===== src/rtl/dmem_port_arbiter.sv =====
// ---------------------------------------------------------------------------
// dmem_port_arbiter
//   Shares the single data-memory port between the pipeline MEM stage (core)
//   and a loader/debug master (ldr). The core normally has priority. If the
//   loader is blocked for STARVE_LIMIT consecutive cycles, a forced loader
//   window opens. During that window the core is stalled for at most
//   MAX_BURST loader grants.
//
// Parameters
//   STARVE_LIMIT : consecutive blocked loader cycles before a forced window (>=1)
//   MAX_BURST    : maximum loader grants per forced window (>=1)
//
// Ports
//   clk, rst                     : clock and synchronous active-high reset
//   core_req/we/addr/wdata/funct3: MEM-stage request fields
//   core_rdata                   : memory read data (valid when core_stall=0)
//   core_stall                   : core must hold the MEM stage this cycle
//   ldr_req/lock/we/addr/wdata/funct3 : loader request fields
//   ldr_gnt                      : loader op performed this cycle
//   ldr_rdata, ldr_rvalid        : registered loader read data and its pulse
//   mem_addr/wdata/funct3/we     : fields muxed to the data memory
//   mem_rdata                    : combinational read data from the memory
// ---------------------------------------------------------------------------
module dmem_port_arbiter #(
  parameter int STARVE_LIMIT = 4,
  parameter int MAX_BURST    = 8
) (
  input  logic        clk,
  input  logic        rst,
  input  logic        core_req,
  input  logic        core_we,
  input  logic [31:0] core_addr,
  input  logic [31:0] core_wdata,
  input  logic [2:0]  core_funct3,
  output logic [31:0] core_rdata,
  output logic        core_stall,
  input  logic        ldr_req,
  input  logic        ldr_lock,
  input  logic        ldr_we,
  input  logic [31:0] ldr_addr,
  input  logic [31:0] ldr_wdata,
  input  logic [2:0]  ldr_funct3,
  output logic        ldr_gnt,
  output logic [31:0] ldr_rdata,
  output logic        ldr_rvalid,
  output logic [31:0] mem_addr,
  output logic [31:0] mem_wdata,
  output logic [2:0]  mem_funct3,
  output logic        mem_we,
  input  logic [31:0] mem_rdata
);

  localparam int WW = (STARVE_LIMIT > 1) ? $clog2(STARVE_LIMIT) : 1;
  localparam int BW = (MAX_BURST > 1) ? $clog2(MAX_BURST) : 1;
  localparam logic [WW-1:0] WAIT_LAST  = WW'(STARVE_LIMIT - 1);
  localparam logic [BW-1:0] BURST_LAST = BW'(MAX_BURST - 1);

  typedef enum logic [0:0] {
    S_CORE = 1'b0,
    S_LDR  = 1'b1
  } state_t;

  state_t          state_reg, state_next;
  logic [WW-1:0]   wait_reg, wait_next;
  logic [BW-1:0]   burst_reg, burst_next;
  logic            gnt_next;     // loader granted this cycle (before reset gating)
  logic            core_own;     // core drives the memory this cycle
  logic            stall_next;   // core stall (before reset gating)

  // Next-state and ownership decode
  always_comb begin
    state_next = state_reg;
    wait_next  = wait_reg;
    burst_next = burst_reg;
    gnt_next   = 1'b0;
    core_own   = 1'b0;
    stall_next = 1'b0;

    case (state_reg)
      S_CORE: begin
        burst_next = '0;
        if (core_req) begin
          core_own = 1'b1;
          if (ldr_req) begin
            // The blocked cycle that reaches the limit opens the window.
            // The counter never counts past WAIT_LAST, so it saturates.
            if (wait_reg == WAIT_LAST) begin
              state_next = S_LDR;
              wait_next  = '0;
            end else begin
              wait_next = wait_reg + 1'b1;
            end
          end else begin
            wait_next = '0;
          end
        end else if (ldr_req) begin
          // The core is idle, so the loader is served in the same cycle.
          gnt_next  = 1'b1;
          wait_next = '0;
        end else begin
          wait_next = '0;
        end
      end

      S_LDR: begin
        // The stall depends only on state and core_req, not on ldr_* inputs.
        stall_next = core_req;
        gnt_next   = ldr_req;
        wait_next  = '0;
        if (!ldr_req || !ldr_lock || (burst_reg == BURST_LAST)) begin
          state_next = S_CORE;
          burst_next = '0;
        end else begin
          burst_next = burst_reg + 1'b1;
        end
      end

      default: begin
        state_next = S_CORE;
        wait_next  = '0;
        burst_next = '0;
      end
    endcase
  end

  // Handshake outputs are forced low while reset is asserted.
  assign ldr_gnt    = gnt_next & ~rst;
  assign core_stall = stall_next & ~rst;

  // The port follows the loader only when it is actually granted.
  // Otherwise it carries the core fields, including the no-owner case.
  assign mem_addr   = gnt_next ? ldr_addr   : core_addr;
  assign mem_wdata  = gnt_next ? ldr_wdata  : core_wdata;
  assign mem_funct3 = gnt_next ? ldr_funct3 : core_funct3;
  assign mem_we     = ~rst & (gnt_next ? ldr_we : (core_own & core_we));

  assign core_rdata = mem_rdata;

  always_ff @(posedge clk) begin
    if (rst) begin
      state_reg  <= S_CORE;
      wait_reg   <= '0;
      burst_reg  <= '0;
      ldr_rdata  <= '0;
      ldr_rvalid <= 1'b0;
    end else begin
      state_reg  <= state_next;
      wait_reg   <= wait_next;
      burst_reg  <= burst_next;
      ldr_rvalid <= gnt_next & ~ldr_we;
      if (gnt_next && !ldr_we) begin
        ldr_rdata <= mem_rdata;
      end
    end
  end

endmodule


===== config.mk =====
export PLATFORM = sky130hd
export DESIGN_NAME = dmem_port_arbiter
export DESIGN_NICKNAME = d
export VERILOG_FILES = /design/src/rtl/dmem_port_arbiter.sv
export SDC_FILE = /design/constraint.sdc
export NUM_CORES = 1
export LEC_CHECK = 0
export CORE_AREA = 2 2 120 122
export CTS_CLUSTER_DIAMETER = 30
export DETAILED_ROUTE_END_ITERATION = 8
export DIE_AREA = 0 0 122 124
export PLACE_DENSITY_LB_ADDON = 0.08
export SYNTH_ARGS = -nofsm -noshare
export SYNTH_HDL_FRONTEND = slang
export SYNTH_SLANG_ARGS = --single-unit

===== constraint.sdc =====
create_clock -name clk -period 1.44 [get_ports clk]
set_clock_uncertainty 0.1 [all_clocks]
set_input_delay 0.216 -clock clk [delete_from_list [all_inputs] [get_ports clk]]
set_output_delay 0.216 -clock clk [all_outputs]
set_load 0.05 [all_outputs]

==> out/metrics.yaml <==
status: "finished with violations"
violations: "setup timing"
synthTopCellsByCount: "59 x mux2_2, 39 x dfxtp_1, 33 x a21oi_1"
dp.cells: 763
fmax_mhz: 523
maxCapViolCount: 0
largest_register_ffs: 32
io_pins: 308
avgSynthCellArea_um2: 9.52
rrSetupSlack_ns: -0.13
path_max_fanout: 7
wire_per_inst_um: 19.8
crit_path_start_kind: "register"
root_buffer: "clkbuf_16"
whs_ns: 0.309
final_cells: 797
pre_cts_ws_ns: -0.655
synth-simple-area-share_pct: 14.6
drt-total-wl_um: 15800
swShare_pct: 35.3
async_flop_share_pct: 0
coreArea_um2: 13700
yosysMostFrequentCell: "mux2_2"
track_usage_pct: 19.6
overflow: 0
grt_pass1_wl_um: 22300
drt-initial-drc-count: 66
synth_adder_area_share_pct: 1.40
p_switching_uw: 1910
p_int_uw: 3490
portBuffers: 307
die_area_um2: 15100
rsz0062_at_grt: "yes"
synthToLayoutAreaGrowth_pct: 212
slowest_stage: "dfxtp_2"
synth_ff_type: "dfxtp_1"
multi_input_area_um2: 1930
clk_pin_slew_ns: 0.06
muxShareOfSynthArea_pct: 29.2
p_leak_uw: 0.00361
drive_gt1_share_pct: 53.3
setup_tns_ns: -31.79
die_h_um: 124
synth_top_family_by_area: "multiplexers"
gp_congestion: 0.690
firstDrtPassIters: 6
min_period_ns: 1.91
pwr-share-clk_pct: 20.7
cts_buffers: 5
num_vias: 3400
yosys_register_bits: 39
cts_num_sinks: 39
peakVddDrop_mv: 0.459
synth_compound_area_share_pct: 12.1
end_kind: "primary output"
yosysWarningCount: 0
netlist_area_um2: 2680
htree_levels: 2
synth.distinct_cells: 22
pwr_density_cell_nw_per_um2: 644
grt_pass1_vias: 3651
setup_violations: 102
hpwl_um: 12100
hold_path_class: "reg2reg"
grt_max_degree: 31
clk_latency_ns: 0.27
nFillCells: 1081
synth.area.top_cells: "dfxtp_1 29%, mux2_2 25%, or3b_1 9.1%"
seqCellArea_um2: 783
drv_slew: 0
die_w_um: 122
cp.required_ns: 1.12
cpPeakStageDelay_ns: 0.33
nets: 790
arrival_ns: 1.60
clockBufferDepth: 2
slew_headroom_pct: 79.7
initial_core_util_pct: 19.6
antenna_left: 0
via_per_inst: 4.27
p_seq_share_pct: 21.2
crit_chain: "nand2b_4 > nand2_8 > buf_4 > buf_6 > mux2_4 > buf_12"
cts_tree: "built"
drcViolationCount: 0
combPwrFrac_pct: 58.1
crit_buf_inv: 3
synthCells: 282
floorplan.rows: 43
finalWorstSetupSlack_ns: -0.472
finalHoldViolCount: 0
syn-num-nets: 458
critPathTopFamily: "buffers and inverters"
antenna_found_initial: 2
final.period_utilization_pct: 133
synth_xor_xnor_area_share_pct: 0
synth_area_leader_cell: "dfxtp_1"
path_class: "reg2out"
netlist.area_leader.share_pct: 29.1
seq_area_frac_synth_pct: 29.1
synth_edf_count: 0
tightest_slew_ns: 0.301
## cells in the final DEF (no fill, tap or decap), types with 10 or more instances in the layout
cell               n
or3b_1            25
buf_4             46
mux2_4            64
a21oi_2           11
dfxtp_1           37
a21oi_1           21
o21ai_1           10
clkdlybuf4s50_1  169
o21ai_2           11
buf_6             12
o21ai_0           11
buf_12           142
## layout make-up
class	instances	area share, %
timing repair buffer	382	63.1
multi-input combinational	186	23.0
sequential	39	9.35
tap	180	2.69
clock buffer	5	1.49
clock inverter	3	0.284
antenna	2	0.0598
## per-layer routing
| metal | global-route usage, % | vias up | wire length (um) | share of wire [%] |
|---|---|---|---|---|
| met4 | 3.02 | 0 | 114 | 0.72 |
| met3 | 7.28 | 6 | 1550 | 9.8 |
| met2 | 36.5 | 147 | 8380 | 53 |
| li1 | - | 1649 | - | - |
| met1 | 21.7 | 1598 | 5710 | 36 |
| met5 | 0 | - | 0 | 0 |
## worst register-to-register path, stage by stage (launching register included)
cell,delay [ns]
dfxtp_2,0.33
buf_4,0.13
nor2b_4,0.05
buf_8,0.14
buf_12,0.14
buf_16,0.13
or3b_1,0.36
a21oi_2,0.14
## per-stage QoR
| step | utilization, % | cell area (um2) | power [uW] |
|---|---|---|---|
| finish | 61.0 | 8370 | 5400 |
| global route | 61.0 | 8370 | 5580 |
| CTS | 61.7 | 8470 | 5480 |
| detailed placement | 55.5 | 7610 | 4110 |
| global placement | 55.5 | 7610 | 4090 |
| floorplan | - | 2920 | 2470 |
## power by group through the flow
| stage | logic [uW] | registers, uW | clock network, uW |
|---|---|---|---|
| 6_report | 3140 | 1140 | 1120 |
| 5_1_grt | 3240 | 1150 | 1190 |
| 4_1_cts | 3190 | 1140 | 1150 |
| 3_5_place_dp | 2950 | 1160 | 0 |
| 3_3_place_gp | 2930 | 1160 | 0 |
| 2_1_floorplan | 1220 | 1250 | 0 |
## worst paths after layout
kind	startpoint	endpoint	depth (start not counted)
worst max-delay path	state_reg	mem_addr[28]	6
worst min-delay path	burst_reg[0]	burst_reg[0]	1
worst max register to register	state_reg	ldr_rdata[14]	7
worst min register to register	burst_reg[0]	burst_reg[0]	1
## kinds of logic (layout without fill, tap and decap cells)
group           count (synthesis)  in the layout
compound gates                 65             65
fa+ha+maj                       3              3
buf+inv                        57            390
flops                          39             39
mux                            67             67
other cells                     0              2
simple gates                   51             51
## what timing repair did
action,in CTS,in global routing
gates cloned,11,0
endpoints found under the setup margin,105,108
resized for setup,79,24
pin swaps,61,9
setup buffers,20,2
hold buffers,0,0
Note: power is estimated with default switching activity, not from simulation.
